## config.mk

```make
export PLATFORM = sky130hd
export DESIGN_NAME = ext_pipe_flat
export DESIGN_NICKNAME = d
export VERILOG_FILES = /design/src/rtl/ext_pipe_if.sv /design/src/rtl/ext_pipe.sv /design/src/flat_wrapper.sv
export SDC_FILE = /design/constraint.sdc
export NUM_CORES = 1
export LEC_CHECK = 0
export CELL_PAD_IN_SITES_DETAIL_PLACEMENT = 1
export CELL_PAD_IN_SITES_GLOBAL_PLACEMENT = 1
export CORE_AREA = 8 8 86 145
export CTS_CLUSTER_SIZE = 10
export DETAILED_ROUTE_END_ITERATION = 6
export DIE_AREA = 0 0 94 153
export PLACE_DENSITY = 0.88
export SETUP_SLACK_MARGIN = 0.2
export SLEW_MARGIN = 10
export SYNTH_ARGS = -nofsm -noshare
export SYNTH_HDL_FRONTEND = slang
export SYNTH_SLANG_ARGS = --single-unit
```

## constraint.sdc

```tcl
create_clock -name clk -period 2.7 [get_ports clk]
set_input_delay 0.27 -clock clk [delete_from_list [all_inputs] [get_ports clk]]
set_output_delay 0.27 -clock clk [all_outputs]
set_load 0.02 [all_outputs]
```

## src/rtl/ext_pipe_if.sv

```systemverilog
// ext_pipe_if: request/response bundle for the ext_pipe extension unit.
//
// Handshake rule (both sides): a transfer happens on a rising clk edge
// exactly when valid && ready are both high at that edge. The producer
// holds its payload stable while valid is high and ready is low.
//
// Signals
//   in_valid/in_ready   request handshake (producer -> ext_pipe)
//   in_op               mode select
//   in_imm              immediate source
//   in_data, in_off     memory read word and byte offset for load modes
//   in_tag              destination-register tag, passed through
//   flush               synchronous squash of all buffered entries
//   out_valid/out_ready result handshake (ext_pipe -> consumer)
//   out_data/out_tag    extended result and its tag
//   out_err             illegal request marker (out_data is 0)
//
// Modports
//   master  the side that drives requests and consumes results
//   slave   the ext_pipe unit itself
interface ext_pipe_if #(
  parameter int IMM_W  = 16,
  parameter int DATA_W = 32,
  parameter int TAG_W  = 5,
  parameter int OFF_W  = 2
);
  logic              in_valid;
  logic              in_ready;
  logic [2:0]        in_op;
  logic [IMM_W-1:0]  in_imm;
  logic [DATA_W-1:0] in_data;
  logic [OFF_W-1:0]  in_off;
  logic [TAG_W-1:0]  in_tag;
  logic              flush;
  logic              out_valid;
  logic              out_ready;
  logic [DATA_W-1:0] out_data;
  logic [TAG_W-1:0]  out_tag;
  logic              out_err;

  modport master (
    output in_valid, in_op, in_imm, in_data, in_off, in_tag, flush, out_ready,
    input  in_ready, out_valid, out_data, out_tag, out_err
  );

  modport slave (
    input  in_valid, in_op, in_imm, in_data, in_off, in_tag, flush, out_ready,
    output in_ready, out_valid, out_data, out_tag, out_err
  );
endinterface

```

## src/rtl/ext_pipe.sv

```systemverilog
// ext_pipe: pipelined immediate / load-data extender with a 2-entry skid
// buffer on its output.
//
// Ports
//   clk    rising-edge clock
//   reset  asynchronous, active-low reset
//   bus    ext_pipe_if.slave: request side (in_*), flush, result side (out_*)
//
// Each accepted request is extended combinationally and written into the
// buffer at the accepting edge, together with its tag and an error flag.
// in_ready depends only on the stored count, so there is no combinational
// path from out_ready to in_ready.
module ext_pipe #(
  parameter int IMM_W  = 16,
  parameter int DATA_W = 32,
  parameter int TAG_W  = 5,
  parameter int OFF_W  = 2
) (
  input  logic       clk,
  input  logic       reset,
  ext_pipe_if.slave  bus
);

  localparam logic [2:0] OP_ZEXT = 3'b000;
  localparam logic [2:0] OP_SEXT = 3'b001;
  localparam logic [2:0] OP_LUI  = 3'b010;
  localparam logic [2:0] OP_LB   = 3'b011;
  localparam logic [2:0] OP_LBU  = 3'b100;
  localparam logic [2:0] OP_LH   = 3'b101;
  localparam logic [2:0] OP_LHU  = 3'b110;

  // ---------------- extension datapath ----------------
  logic [15:0]       half_v;
  logic [7:0]        byte_v;
  logic [DATA_W-1:0] res_data;
  logic              res_err;

  // Shift the addressed byte down to bit 0; the low 16 bits then hold the
  // selected byte or halfword.
  assign half_v = 16'(bus.in_data >> {bus.in_off, 3'b000});
  assign byte_v = half_v[7:0];

  always_comb begin
    res_data = '0;
    res_err  = 1'b0;
    case (bus.in_op)
      OP_ZEXT: res_data = DATA_W'(bus.in_imm);
      OP_SEXT: res_data = DATA_W'($signed(bus.in_imm));
      OP_LUI:  res_data = DATA_W'(bus.in_imm) << (DATA_W - IMM_W);
      OP_LB:   res_data = DATA_W'($signed(byte_v));
      OP_LBU:  res_data = DATA_W'(byte_v);
      OP_LH: begin
        if (bus.in_off[0]) res_err = 1'b1;
        else               res_data = DATA_W'($signed(half_v));
      end
      OP_LHU: begin
        if (bus.in_off[0]) res_err = 1'b1;
        else               res_data = DATA_W'(half_v);
      end
      default: res_err = 1'b1;
    endcase
  end

  // ---------------- 2-entry skid buffer ----------------
  logic [DATA_W-1:0] mem_data [2];
  logic [TAG_W-1:0]  mem_tag  [2];
  logic              mem_err  [2];
  logic              wr_ptr;
  logic              rd_ptr;
  logic [1:0]        count;

  logic in_ready_i;
  logic out_valid_i;
  logic push;
  logic pop;

  assign in_ready_i  = (count != 2'd2);
  assign out_valid_i = (count != 2'd0);
  assign push        = bus.in_valid && in_ready_i;
  assign pop         = out_valid_i && bus.out_ready;

  always_ff @(posedge clk or negedge reset) begin
    if (!reset) begin
      wr_ptr <= 1'b0;
      rd_ptr <= 1'b0;
      count  <= 2'd0;
      for (int i = 0; i < 2; i++) begin
        mem_data[i] <= '0;
        mem_tag[i]  <= '0;
        mem_err[i]  <= 1'b0;
      end
    end else if (bus.flush) begin
      // Squash wins over any accept or pop in the same cycle; stale entry
      // contents are harmless because out_valid is low afterwards.
      wr_ptr <= 1'b0;
      rd_ptr <= 1'b0;
      count  <= 2'd0;
    end else begin
      if (push) begin
        mem_data[wr_ptr] <= res_data;
        mem_tag[wr_ptr]  <= bus.in_tag;
        mem_err[wr_ptr]  <= res_err;
        wr_ptr           <= ~wr_ptr;
      end
      if (pop) rd_ptr <= ~rd_ptr;
      case ({push, pop})
        2'b10:   count <= count + 2'd1;
        2'b01:   count <= count - 2'd1;
        default: count <= count;
      endcase
    end
  end

  assign bus.in_ready  = in_ready_i;
  assign bus.out_valid = out_valid_i;
  assign bus.out_data  = mem_data[rd_ptr];
  assign bus.out_tag   = mem_tag[rd_ptr];
  assign bus.out_err   = mem_err[rd_ptr];

endmodule

```

## src/flat_wrapper.sv

```systemverilog
// flat-port wrapper written by rule: the top's interface ports become plain ports
module ext_pipe_flat 
#(
  parameter int IMM_W  = 16,
  parameter int DATA_W = 32,
  parameter int TAG_W  = 5,
  parameter int OFF_W  = 2
)
  (clk, reset, bus_in_valid, bus_in_op, bus_in_imm, bus_in_data, bus_in_off, bus_in_tag, bus_flush, bus_out_ready, bus_in_ready, bus_out_valid, bus_out_data, bus_out_tag, bus_out_err);
  ext_pipe_if #(.IMM_W(IMM_W), .DATA_W(DATA_W), .TAG_W(TAG_W), .OFF_W(OFF_W)) bus_i ();
  input  logic clk;
  input  logic reset;
  input wire logic [$bits(bus_i.in_valid)-1:0] bus_in_valid;
  input wire logic [$bits(bus_i.in_op)-1:0] bus_in_op;
  input wire logic [$bits(bus_i.in_imm)-1:0] bus_in_imm;
  input wire logic [$bits(bus_i.in_data)-1:0] bus_in_data;
  input wire logic [$bits(bus_i.in_off)-1:0] bus_in_off;
  input wire logic [$bits(bus_i.in_tag)-1:0] bus_in_tag;
  input wire logic [$bits(bus_i.flush)-1:0] bus_flush;
  input wire logic [$bits(bus_i.out_ready)-1:0] bus_out_ready;
  output wire logic [$bits(bus_i.in_ready)-1:0] bus_in_ready;
  output wire logic [$bits(bus_i.out_valid)-1:0] bus_out_valid;
  output wire logic [$bits(bus_i.out_data)-1:0] bus_out_data;
  output wire logic [$bits(bus_i.out_tag)-1:0] bus_out_tag;
  output wire logic [$bits(bus_i.out_err)-1:0] bus_out_err;
  assign bus_i.in_valid = bus_in_valid;
  assign bus_i.in_op = bus_in_op;
  assign bus_i.in_imm = bus_in_imm;
  assign bus_i.in_data = bus_in_data;
  assign bus_i.in_off = bus_in_off;
  assign bus_i.in_tag = bus_in_tag;
  assign bus_i.flush = bus_flush;
  assign bus_i.out_ready = bus_out_ready;
  assign bus_in_ready = bus_i.in_ready;
  assign bus_out_valid = bus_i.out_valid;
  assign bus_out_data = bus_i.out_data;
  assign bus_out_tag = bus_i.out_tag;
  assign bus_out_err = bus_i.out_err;
  ext_pipe #(.IMM_W(IMM_W), .DATA_W(DATA_W), .TAG_W(TAG_W), .OFF_W(OFF_W)) u_core (.clk(clk), .reset(reset), .bus(bus_i));
endmodule
```

==> flow_summary_export.csv <==
group,metric,value,unit
global_routing,grt_pass1_wl,22500,um
timing,worst_pin_slew,1.04,ns
synth,ys.flop_type,"dfrtp_1",
global_routing,grt_usage,0.204,
clocking,clkLatencyLatePin,0.35,ns
timing,drv_slew,0,
clocking,h-tree-depth,3,
synth,async_flop_share,1.00,
clocking,cts_buffers,9,
global_routing,grt_pass1_vias,4056,
placed_design,portBuffers,102,
critical_path,crit_required,2.43,ns
finish,n_fill_cell,1152,
clocking,clock_sinks,80,
critical_path,critPathBufInv,2,
power_and_ir_drop,peakVddDrop,0.000377,V
synth,seq_area_frac_synth,0.467,
global_routing,antenna_found_initial,0,
die,io_pins,103,
die,core_area,10500,um2
routing,vias,3625,
timing,skew,0.0101,ns
synth,syn_area,4290,um2
clocking,cts-root-buf,"clkbuf_16",
synth,ys_types,45,
clocking,cts_max_path_buffers,2,
outcome,status,"finished, final reports clean",
power_and_ir_drop,powerDensity,741,nW/um2
routing,routed_wl,14100,um
routing,avgViaCountPerCell,5.69,
critical_path,worstSetupPathType,"flop to output pin",
routing,drt_iter0_drc,163,
flow_run,drv_cap,0,
finish,drive_above_1_share,0.227,
finish,nets,565,
synth,synth_edf_count,0,
clocking,clkTransAtPathRegs,0.07,ns
die,row_count,50,
die,die_w,94,um
routing,routedWlPerCell,22.1,um
timing,finalSetupTns,0,ns
critical_path,path_delay_family,"buffers and inverters",
global_routing,globalRouteMet3Util,0.0441,
clocking,postCtsSetupRepairBufs,0,
critical_path,reg2reg_to,"u_core.mem_data[61]$_DFFE_PN0P_",
timing,setup_viol,0,
global_routing,grt_util_met1,0.217,
critical_path,path_cells,"buf_4 -> mux2_2 -> clkdlybuf4s50_1",
synth,synth.avg_cell_area,10.6,um2
clocking,cts_tree,"built",
critical_path,worstRegToRegCells,6,
timing,final_hold_viol_count,0,
finish,antennaDiodeCount,0,
timing,fin_crit,2.31,ns
finish,area_delta_synth_final,33.9,%
power_and_ir_drop,leakage,2.48,nW
placed_design,hpwl,10300,um
critical_path,startpoint_type,"flop",
timing,maxSlewHeadroom,0.307,
global_routing,grt_overflow,0,
critical_path,critPathCaptureType,"output pin",
clocking,cts_resized,0,
critical_path,rrSetupSlack,0.75,ns
synth,ys_top_cells_by_area,"dfrtp_1, mux2_2, nand2_1, o211ai_1, o211ai_2",
die,die_h,153,um
critical_path,crit_fanout,24,
synth,synth.top_cell.area_share,0.467,
finish,register_area,2000,um2
synth,syn-num-nets,468,
clocking,cts-hold-fix-buffers,0,
timing,rsz0062_at_grt,"false",
finish,multi_input_area,2120,um2
global_routing,busiest_layer,"met2",
critical_path,cp.arrival,2.04,ns
die,die_area,14400,um2
synth,ys_ff_latch,80,
synth,syn_inst,405,
timing,fmax,433,MHz
worst_hold_path,min_path_type,"primary input to asynchronous set/reset pin",
power_and_ir_drop,power,4.26,mW
placed_design,globalplace.congestion,0.843,
synth,yosys.area.top_type,"dfrtp_1",
routing,first_pass_iters,4,
synth,yosysWarnings,0,
global_routing,met2_usage,0.358,
critical_path,reg2reg_from,"u_core.count[0]$_DFFE_PN0P_",
routing,postRouteAntennaNets,0,
die,floorplan.initialDensity,0.408,
finish,utilization,0.546,
global_routing,grt_max_degree,81,
critical_path,max_stage_delay,0.55,ns
routing,drcViolationCount,0,
timing,final.period_utilization,0.856,
critical_path,slowest_stage,"clkdlybuf4s50_1",
[worst max path at each step]
| stage | to | slack [ns] | from | depth (start not counted) |
|---|---|---|---|---|
| floorplan | u_core.mem_data[33]$_DFFE_PN0P_ | 0.83 | u_core.count[0]$_DFFE_PN0P_ | 5 |
| global placement | u_core.mem_data[16]$_DFFE_PN0P_ | 0.43 | bus_in_off[1] | 6 |
| detailed placement | u_core.mem_data[15]$_DFFE_PN0P_ | 0.35 | bus_in_off[1] | 6 |
| CTS | bus_out_data[29] | 0.38 | u_core.rd_ptr$_DFFE_PN0P_ | 3 |
| global route | bus_out_data[29] | 0.36 | u_core.rd_ptr$_DFFE_PN0P_ | 3 |
| finish | bus_out_data[29] | 0.39 | u_core.rd_ptr$_DFFE_PN0P_ | 3 |
[cell usage after synthesis (2+ instances only)]
master and n:
nand4b_1 2, buf_2 6, o211ai_1 20, mux4_2 3, mux4_1 4, clkbuf_1 18, and2_1 3, nand2b_1 4
mux2_2 66, buf_1 2, nor2_1 20, nand2_1 88, a22oi_1 7, or2_2 2, mux2i_1 2, nor2b_1 2
o21ai_0 9, dfrtp_1 80, o211ai_2 10, inv_1 9, a21oi_1 20, nor3_1 2, xor2_1 2, buf_6 3
[through the flow]
stage | hold WS [ns] | cell area (um2) | setup slack, ns | std cells
after floorplan | -0.0256 | 4290 | 0.825 | 405
after global placement | 0.453 | 5440 | 0.427 | 621
after detailed placement | 0.470 | 5440 | 0.348 | 621
after CTS | 0.141 | 5740 | 0.382 | 637
after global routing | 0.197 | 5740 | 0.363 | 637
final | 0.0915 | 5740 | 0.389 | 637
[registers in the layout (all words and copies together) (netlist names)]
name	cells
u_core.count	2
u_core.mem_data	64
u_core.wr_ptr	1
u_core.mem_tag	10
u_core.mem_err	2
u_core.rd_ptr	1
[metal layers]
metal  vias to the layer above  wire length, um
li1                       1635                -
met1                      1842             5100
met2                       115             7740
met3                        33              656
met4                         0              602
met5                         -                0
[cells in the final DEF, fill, tap and decap left out, types with 2 or more instances in the layout]
master / n
a21oi_1: 20
nand2_1: 88
o211ai_1: 20
clkbuf_16: 9
mux4_2: 3
mux2i_1: 2
dfrtp_1: 80
xor2_1: 2
o21ai_0: 9
nor3_1: 2
mux2_2: 66
or2_2: 2
clkdlybuf4s50_1: 101
inv_1: 9
nor2b_1: 2
clkinv_2: 2
nand4b_1: 2
buf_4: 15
mux4_1: 4
nand2b_1: 4
a22oi_1: 7
and2_1: 3
o211ai_2: 10
nor2_1: 20
[cells by family (layout without fill, tap and decap cells)]
logic type                after synthesis  in the layout  share of synthesized area
buffers and inverters                  39            141                     0.0420
xor gates and xnor gates                3              3                    0.00613
AOI/OAI and AO/OA                      77             77                      0.132
DFF                                    80             80                      0.467
and+or+nand+nor                       130            130                      0.132
muxes                                  76             76                      0.221
[report_power, final]
part / leakage [nW] / internal (mW) / switching (mW)
combinational: 1.32 / 0.684 / 0.670
clock: 0.145 / 0.740 / 0.505
sequential: 1.02 / 1.49 / 0.166
total: 2.48 / 2.91 / 1.34
[layout make-up]
type | count | share of cell area
Clock buffer | 11 | 0.0423
Timing Repair Buffer | 116 | 0.196
Clock inverter | 5 | 0.00980
Inverter | 9 | 0.00588
Tap cell | 130 | 0.0283
Sequential cell | 80 | 0.349
Multi-Input combinational cell | 286 | 0.369
Power figures use the tool's default switching activity.
